### src/rtl/enc_parity_engine_pkg.sv
// Shared GF(2^8) arithmetic, RS(255,239) generator polynomial and FSM state type
// for the Reed-Solomon parity engine.
package enc_parity_engine_pkg;

   localparam int GF_M    = 8;
   localparam int GEN_LEN = 16;

   localparam logic [GF_M:0] EGF_PRI_POL = 9'h11D;

   typedef enum logic [1:0] {
      IDLE,
      ABSORB,
      DRAIN
   } state_t;

   typedef logic [GEN_LEN-1:0][GF_M-1:0] genPoly_t;

   // Shift-and-add multiply, reducing by the primitive polynomial whenever the top bit falls off.
   function automatic logic [GF_M-1:0] egf_mul(input logic [GF_M-1:0] a, input logic [GF_M-1:0] b);
      logic [GF_M-1:0] acc;
      logic [GF_M-1:0] shifted;
      acc     = '0;
      shifted = a;
      for (int i = 0; i < GF_M; i++) begin
         if (b[i]) begin
            acc = acc ^ shifted;
         end
         shifted = shifted[GF_M-1] ? ((shifted << 1) ^ EGF_PRI_POL[GF_M-1:0]) : (shifted << 1);
      end
      return acc;
   endfunction

   // g(x) = prod_{i=0}^{15} (x + alpha^i); the monic x^16 term is implicit and not stored.
   function automatic genPoly_t buildGenPoly();
      logic [GEN_LEN:0][GF_M-1:0] coef;
      logic [GF_M-1:0]            root;
      genPoly_t                   g;
      coef    = '0;
      coef[0] = GF_M'(1);
      root    = GF_M'(1);
      for (int i = 0; i < GEN_LEN; i++) begin
         for (int j = GEN_LEN; j >= 1; j--) begin
            coef[j] = coef[j-1] ^ egf_mul(coef[j], root);
         end
         coef[0] = egf_mul(coef[0], root);
         root    = egf_mul(root, GF_M'(2));
      end
      for (int k = 0; k < GEN_LEN; k++) begin
         g[k] = coef[k];
      end
      return g;
   endfunction

   localparam genPoly_t RS_GEN_POL = buildGenPoly();

endpackage

### src/rtl/enc_lfsr_step.sv
// One symbol of RS parity division: a combinational LFSR update that passes the
// parity through untouched when the stage is bypassed.
module enc_lfsr_step
   import enc_parity_engine_pkg::*;
#(
   parameter int EGF_ORDER = GF_M,
   parameter int PAR_LEN   = GEN_LEN
) (
   input  logic [PAR_LEN-1:0][EGF_ORDER-1:0] parPrev,
   input  logic [EGF_ORDER-1:0]              sym,
   input  logic                              enable,
   output logic [PAR_LEN-1:0][EGF_ORDER-1:0] parNext
);

   logic [EGF_ORDER-1:0] feedback;

   // The feedback symbol multiplies every generator tap; the register also shifts up by one symbol.
   always_comb begin
      feedback = sym ^ parPrev[PAR_LEN-1];
      parNext  = parPrev;
      if (enable) begin
         parNext[0] = egf_mul(feedback, RS_GEN_POL[0]);
         for (int j = 1; j < PAR_LEN; j++) begin
            parNext[j] = parPrev[j-1] ^ egf_mul(feedback, RS_GEN_POL[j]);
         end
      end
   end

endmodule

### src/rtl/enc_parity_engine.sv
// Streaming RS parity generator: absorbs up to SYM_NUM message symbols per beat,
// then drains the parity register SYM_NUM symbols at a time, highest degree first.
module enc_parity_engine
   import enc_parity_engine_pkg::*;
#(
   parameter int EGF_ORDER = GF_M,
   parameter int SYM_NUM   = 4,
   parameter int PAR_LEN   = GEN_LEN
) (
   input  logic                                 clk,
   input  logic                                 rst,
   input  logic                                 in_valid,
   output logic                                 in_ready,
   input  logic [SYM_NUM-1:0][EGF_ORDER-1:0]    in_data,
   input  logic [$clog2(SYM_NUM+1)-1:0]         in_cnt,
   input  logic                                 in_last,
   output logic                                 out_valid,
   input  logic                                 out_ready,
   output logic [SYM_NUM-1:0][EGF_ORDER-1:0]    out_data,
   output logic                                 out_last,
   output logic                                 busy
);

   localparam int CNT_W    = $clog2(SYM_NUM+1);
   localparam int BEATS    = (PAR_LEN + SYM_NUM - 1) / SYM_NUM;
   localparam int DRAIN_W  = $clog2(BEATS+1);
   localparam int OUT_SYMS = (SYM_NUM < PAR_LEN) ? SYM_NUM : PAR_LEN;

   state_t                                state;
   logic [PAR_LEN-1:0][EGF_ORDER-1:0]     parity;
   logic [PAR_LEN-1:0][EGF_ORDER-1:0]     parShifted;
   logic [SYM_NUM:0][PAR_LEN-1:0][EGF_ORDER-1:0] chain;
   logic [DRAIN_W-1:0]                    drainCnt;
   logic [CNT_W-1:0]                      symCnt;
   logic                                  inFire;
   logic                                  outFire;
   logic                                  lastBeat;

   assign symCnt   = (in_cnt > CNT_W'(SYM_NUM)) ? CNT_W'(SYM_NUM) : in_cnt;
   assign in_ready = (state != DRAIN);
   assign out_valid = (state == DRAIN);
   assign busy     = (state != IDLE);
   assign lastBeat = (drainCnt == DRAIN_W'(BEATS-1));
   assign out_last = out_valid && lastBeat;
   assign inFire   = in_valid && in_ready;
   assign outFire  = out_valid && out_ready;

   assign chain[0] = parity;

   // Stage k consumes the k-th symbol in time order, which sits at the top of the beat.
   for (genvar k = 0; k < SYM_NUM; k++) begin : g_step
      enc_lfsr_step #(
         .EGF_ORDER (EGF_ORDER),
         .PAR_LEN   (PAR_LEN)
      ) u_step (
         .parPrev (chain[k]),
         .sym     (in_data[SYM_NUM-1-k]),
         .enable  (CNT_W'(k) < symCnt),
         .parNext (chain[k+1])
      );
   end

   // Drain shifts toward the high index so the next beat always reads from the top.
   always_comb begin
      parShifted = '0;
      for (int j = SYM_NUM; j < PAR_LEN; j++) begin
         parShifted[j] = parity[j-SYM_NUM];
      end
   end

   always_comb begin
      out_data = '0;
      if (state == DRAIN) begin
         for (int i = 0; i < OUT_SYMS; i++) begin
            out_data[SYM_NUM-1-i] = parity[PAR_LEN-1-i];
         end
      end
   end

   // Parity is cleared on every return to IDLE so the next codeword starts from zero.
   always_ff @(posedge clk or posedge rst) begin
      if (rst) begin
         state    <= IDLE;
         parity   <= '0;
         drainCnt <= '0;
      end else begin
         case (state)
            IDLE, ABSORB: begin
               if (inFire) begin
                  parity <= chain[SYM_NUM];
                  state  <= in_last ? DRAIN : ABSORB;
               end
            end
            DRAIN: begin
               if (outFire) begin
                  if (lastBeat) begin
                     state    <= IDLE;
                     parity   <= '0;
                     drainCnt <= '0;
                  end else begin
                     parity   <= parShifted;
                     drainCnt <= drainCnt + DRAIN_W'(1);
                  end
               end
            end
            default: begin
               state    <= IDLE;
               parity   <= '0;
               drainCnt <= '0;
            end
         endcase
      end
   end

endmodule
### config.mk
export PLATFORM = sky130hd
export DESIGN_NAME = enc_parity_engine
export DESIGN_NICKNAME = d
export VERILOG_FILES = /design/src/rtl/enc_parity_engine_pkg.sv /design/src/rtl/enc_lfsr_step.sv /design/src/rtl/enc_parity_engine.sv
export SDC_FILE = /design/constraint.sdc
export NUM_CORES = 1
export LEC_CHECK = 0
export CAP_MARGIN = 20
export CORE_UTILIZATION = 60
export CTS_CLUSTER_DIAMETER = 60
export DETAILED_ROUTE_END_ITERATION = 7
export HOLD_SLACK_MARGIN = 0.02
export PLACE_DENSITY = 0.78
export SLEW_MARGIN = 20
export SYNTH_ARGS = -nofsm -noshare
export SYNTH_HDL_FRONTEND = slang
export SYNTH_HIERARCHICAL = 1
export SYNTH_SLANG_ARGS = --single-unit
### constraint.sdc
create_clock -name clk -period 11.3 [get_ports clk]
set_input_delay 2.26 -clock clk [delete_from_list [all_inputs] [get_ports clk]]
set_output_delay 2.26 -clock clk [all_outputs]
set_load 0.01 [all_outputs]
==> run metrics <==
Final Hold Vio Count 0; clk_skew around 0.015 ns; Net Count, Synth about 2200; vias in the first global route between 15000 and 20000; routed wire length just over 100000 um; Worst R2R Path Depth 25; Non-Filler Instances roughly 2800; worst-margin pin slew 1.23 ns; Root Buffer clkbuf_16; WS Path Type primary input to flip-flop; via/cell ratio slightly below 7; setup tns final 0 ns; post-route ant nets 0; worst setup margin around 0.25 ns; Slew Viols, Final 0; worst rel slew slack 17.3%; clk sink count 133; # setup viols final 0; hold path depth 1; CTS resizes 0; CTS Buffer Depth 2; Num CTS Buffers 17; post-synth cell types 37; layout cells sized above 1 between 30% and 40%; status complete, no violations; Synth area leaders xnor2_1 (26%), mux2_2 (22%), dfrtp_1 (14%); met1 wire length 38200 um; Yosys top cell by area xnor2_1; commonest cells in the netlist xnor2_1 (696), mux2_2 (458), dfrtp_1 (133); WP data required ~12 ns; mux contribution to synthesized area between 20% and 30%; setup bufs post-CTS 0; max cap viols 0; number of synthesized register bits between 100 and 150; nets@finish 2297; initial core utilization between 60% and 70%; Mapped Cells approximately 2100; Synth top area share between 20 and 30%; Setup crit end kind flip-flop; Worst Path Max Fanout 6; Ys Warns 6; die width 200 um; RSZ-0062 raised after global routing false; met2 wire length about 41000 um; Worst Hold Class flip-flop to flip-flop; DP Worst Slack ~0.37 ns; synthesized area 23500 sq um; core area ~39000 sq um; Compound-Gate Fraction of Synth Area under 10%; Die Y 200 um; H-tree depth 4; grt ovf 0; via count between 15000 and 20000; simple-gate share of the synthesized area around 5.5%; dpl cells about 2800; Initial DRC Count ~2700; Hold-fix buffers, CTS 0; DR DRC count 0; Synth Flop Type dfrtp_1; DIE AREA approximately 40000 sq um; Tcrit/Tclk final a little over nine tenths; sequential share of the synthesized area 14.2%; # rows 72; Port Buffers 75; drt first pass iters 6; Avg Cell Area, Syn roughly 11 sq um; met3 routed WL approximately 15000 um; routed len/inst 37.2 um; Total GRT Usage 52.8%; min Tclk post-route between 10 and 15 ns; initial antenna violation count 3; TritonCTS clock tree yes; largest net degree at the start of global routing approximately 80; first-pass GRT wire length around 140000 um; Area Overhead vs Synth 11.0%; xor/xnor cell area share of the yosys netlist 48.8%; Worst setup SP type primary input; DR top layer met5; RePlAce Congestion 1.16; Max Clk Rate 90.5 MHz; Worst-Skew Late Latency 0.49 ns; Crit path arrival time approximately 11 ns; Ports 76; combinational family with the most area after synthesis XOR/XNOR gates; Clock Pin Slew Worst Setup and Hold Paths approximately 0.070 ns; HPWL after DPL just under 80000 um; asr flop ratio synth 100%; number of synthesized flops with an enable pin 0; leading cell type by number of instances after synthesis xnor2_1; post-synthesis adder-cell area fraction 0.0532%
[path summary, 6_finish.rpt]
kind / from / endpoint / slack, ns
max: in_data[25] / chain[98]$_DFFE_PP0P_ / 0.25
min: chain[29]$_DFFE_PP0P_ / chain[29]$_DFFE_PP0P_ / 0.53
max reg2reg: chain[121]$_DFFE_PP0P_ / chain[98]$_DFFE_PP0P_ / 1.99
min reg2reg: chain[29]$_DFFE_PP0P_ / chain[29]$_DFFE_PP0P_ / 0.53
max in group asynchronous: rst / chain[121]$_DFFE_PP0P_ / 7.57
min in group asynchronous: rst / drainCnt[2]$_DFFE_PP0P_ / 2.31
[cell type report]
class                   instances  area (sq um)
multi-input cells            1857         19600
clock inverters                12          80.1
well taps                     518           648
fillers                      3034         12500
inverters                      12          50.0
diodes                          1          2.50
repair buffers                235          1970
clock buffers                  20           467
flip-flops and latches        133          3330
[kinds of logic (layout without fill, tap and decap cells)]
| logic type | after synthesis | in the layout |
|---|---|---|
| fa+ha+maj | 1 | 1 |
| compound gates | 168 | 168 |
| xor+xnor | 1002 | 1002 |
| other cells | 0 | 1 |
| flops | 133 | 133 |
| simple gates | 217 | 217 |
| buf+inv | 143 | 279 |
| mux | 469 | 469 |
[placed cells by master (no fill, tap or decap), drive strengths merged, types with 2 or more instances in the layout]
cell type and n:
clkbuf 20, a21oi 33, xor2 121, buf 161, nand2 12, o21ai 2, a21o 35, nor2 34
mux2i 10, clkinv 6, mux2 459, clkinvlp 5, and2 130, nand2b 3, nor3b 33, nor2b 2
xnor2 790, xnor3 81, xor3 10, dfrtp 133, inv 13, or2 2, clkdlybuf4s50 74, a221o 96
[state kept, by name, summed over array words and instances (netlist names)]
name / flops
drainCnt: 3
state: 2
chain: 128
[worst max-delay path: stages]
cell             delay [ns]
clkdlybuf4s50_1        0.48
xnor2_2                0.97
xnor2_1                0.41
xnor2_1                0.23
buf_4                  0.19
xnor2_1                0.13
mux2_2                 0.38
xor2_2                 0.49
xnor3_1                0.64
xnor2_2                0.18
buf_4                  0.16
xnor2_1                0.13
mux2_2                 0.38
xnor2_4                0.29
xnor2_1                0.27
xnor2_1                0.68
xnor2_1                0.15
mux2_2                 0.37
xor2_4                 0.24
xnor2_2                0.98
xnor3_1                0.54
xnor2_1                0.15
mux2_2                 0.30
and2_1                 0.15
a221o_1                0.25
[per-stage QoR]
| step | area (sq um) | hold WS [ns] | utilization (%) |
|---|---|---|---|
| 6_report | 26100 | 0.527 | 67.5 |
| 4_1_cts | 26100 | 0.524 | 67.5 |
| 3_3_place_gp | 25600 | 0.488 | 66.1 |
| 2_1_floorplan | 23500 | 0.470 | - |
| 5_1_grt | 26100 | 0.547 | 67.5 |
| 3_5_place_dp | 25600 | 0.516 | 66.1 |
[per-layer routing]
layer | vias to the layer above | GRT usage [%]
met5 | - | 0.741
met4 | 4 | 40.0
met3 | 470 | 23.1
met2 | 1536 | 71.7
met1 | 9238 | 65.4
li1 | 7560 | -
Power is not shown: default switching activity piles up to over one toggle a cycle in this logic, so the estimate is an artifact.
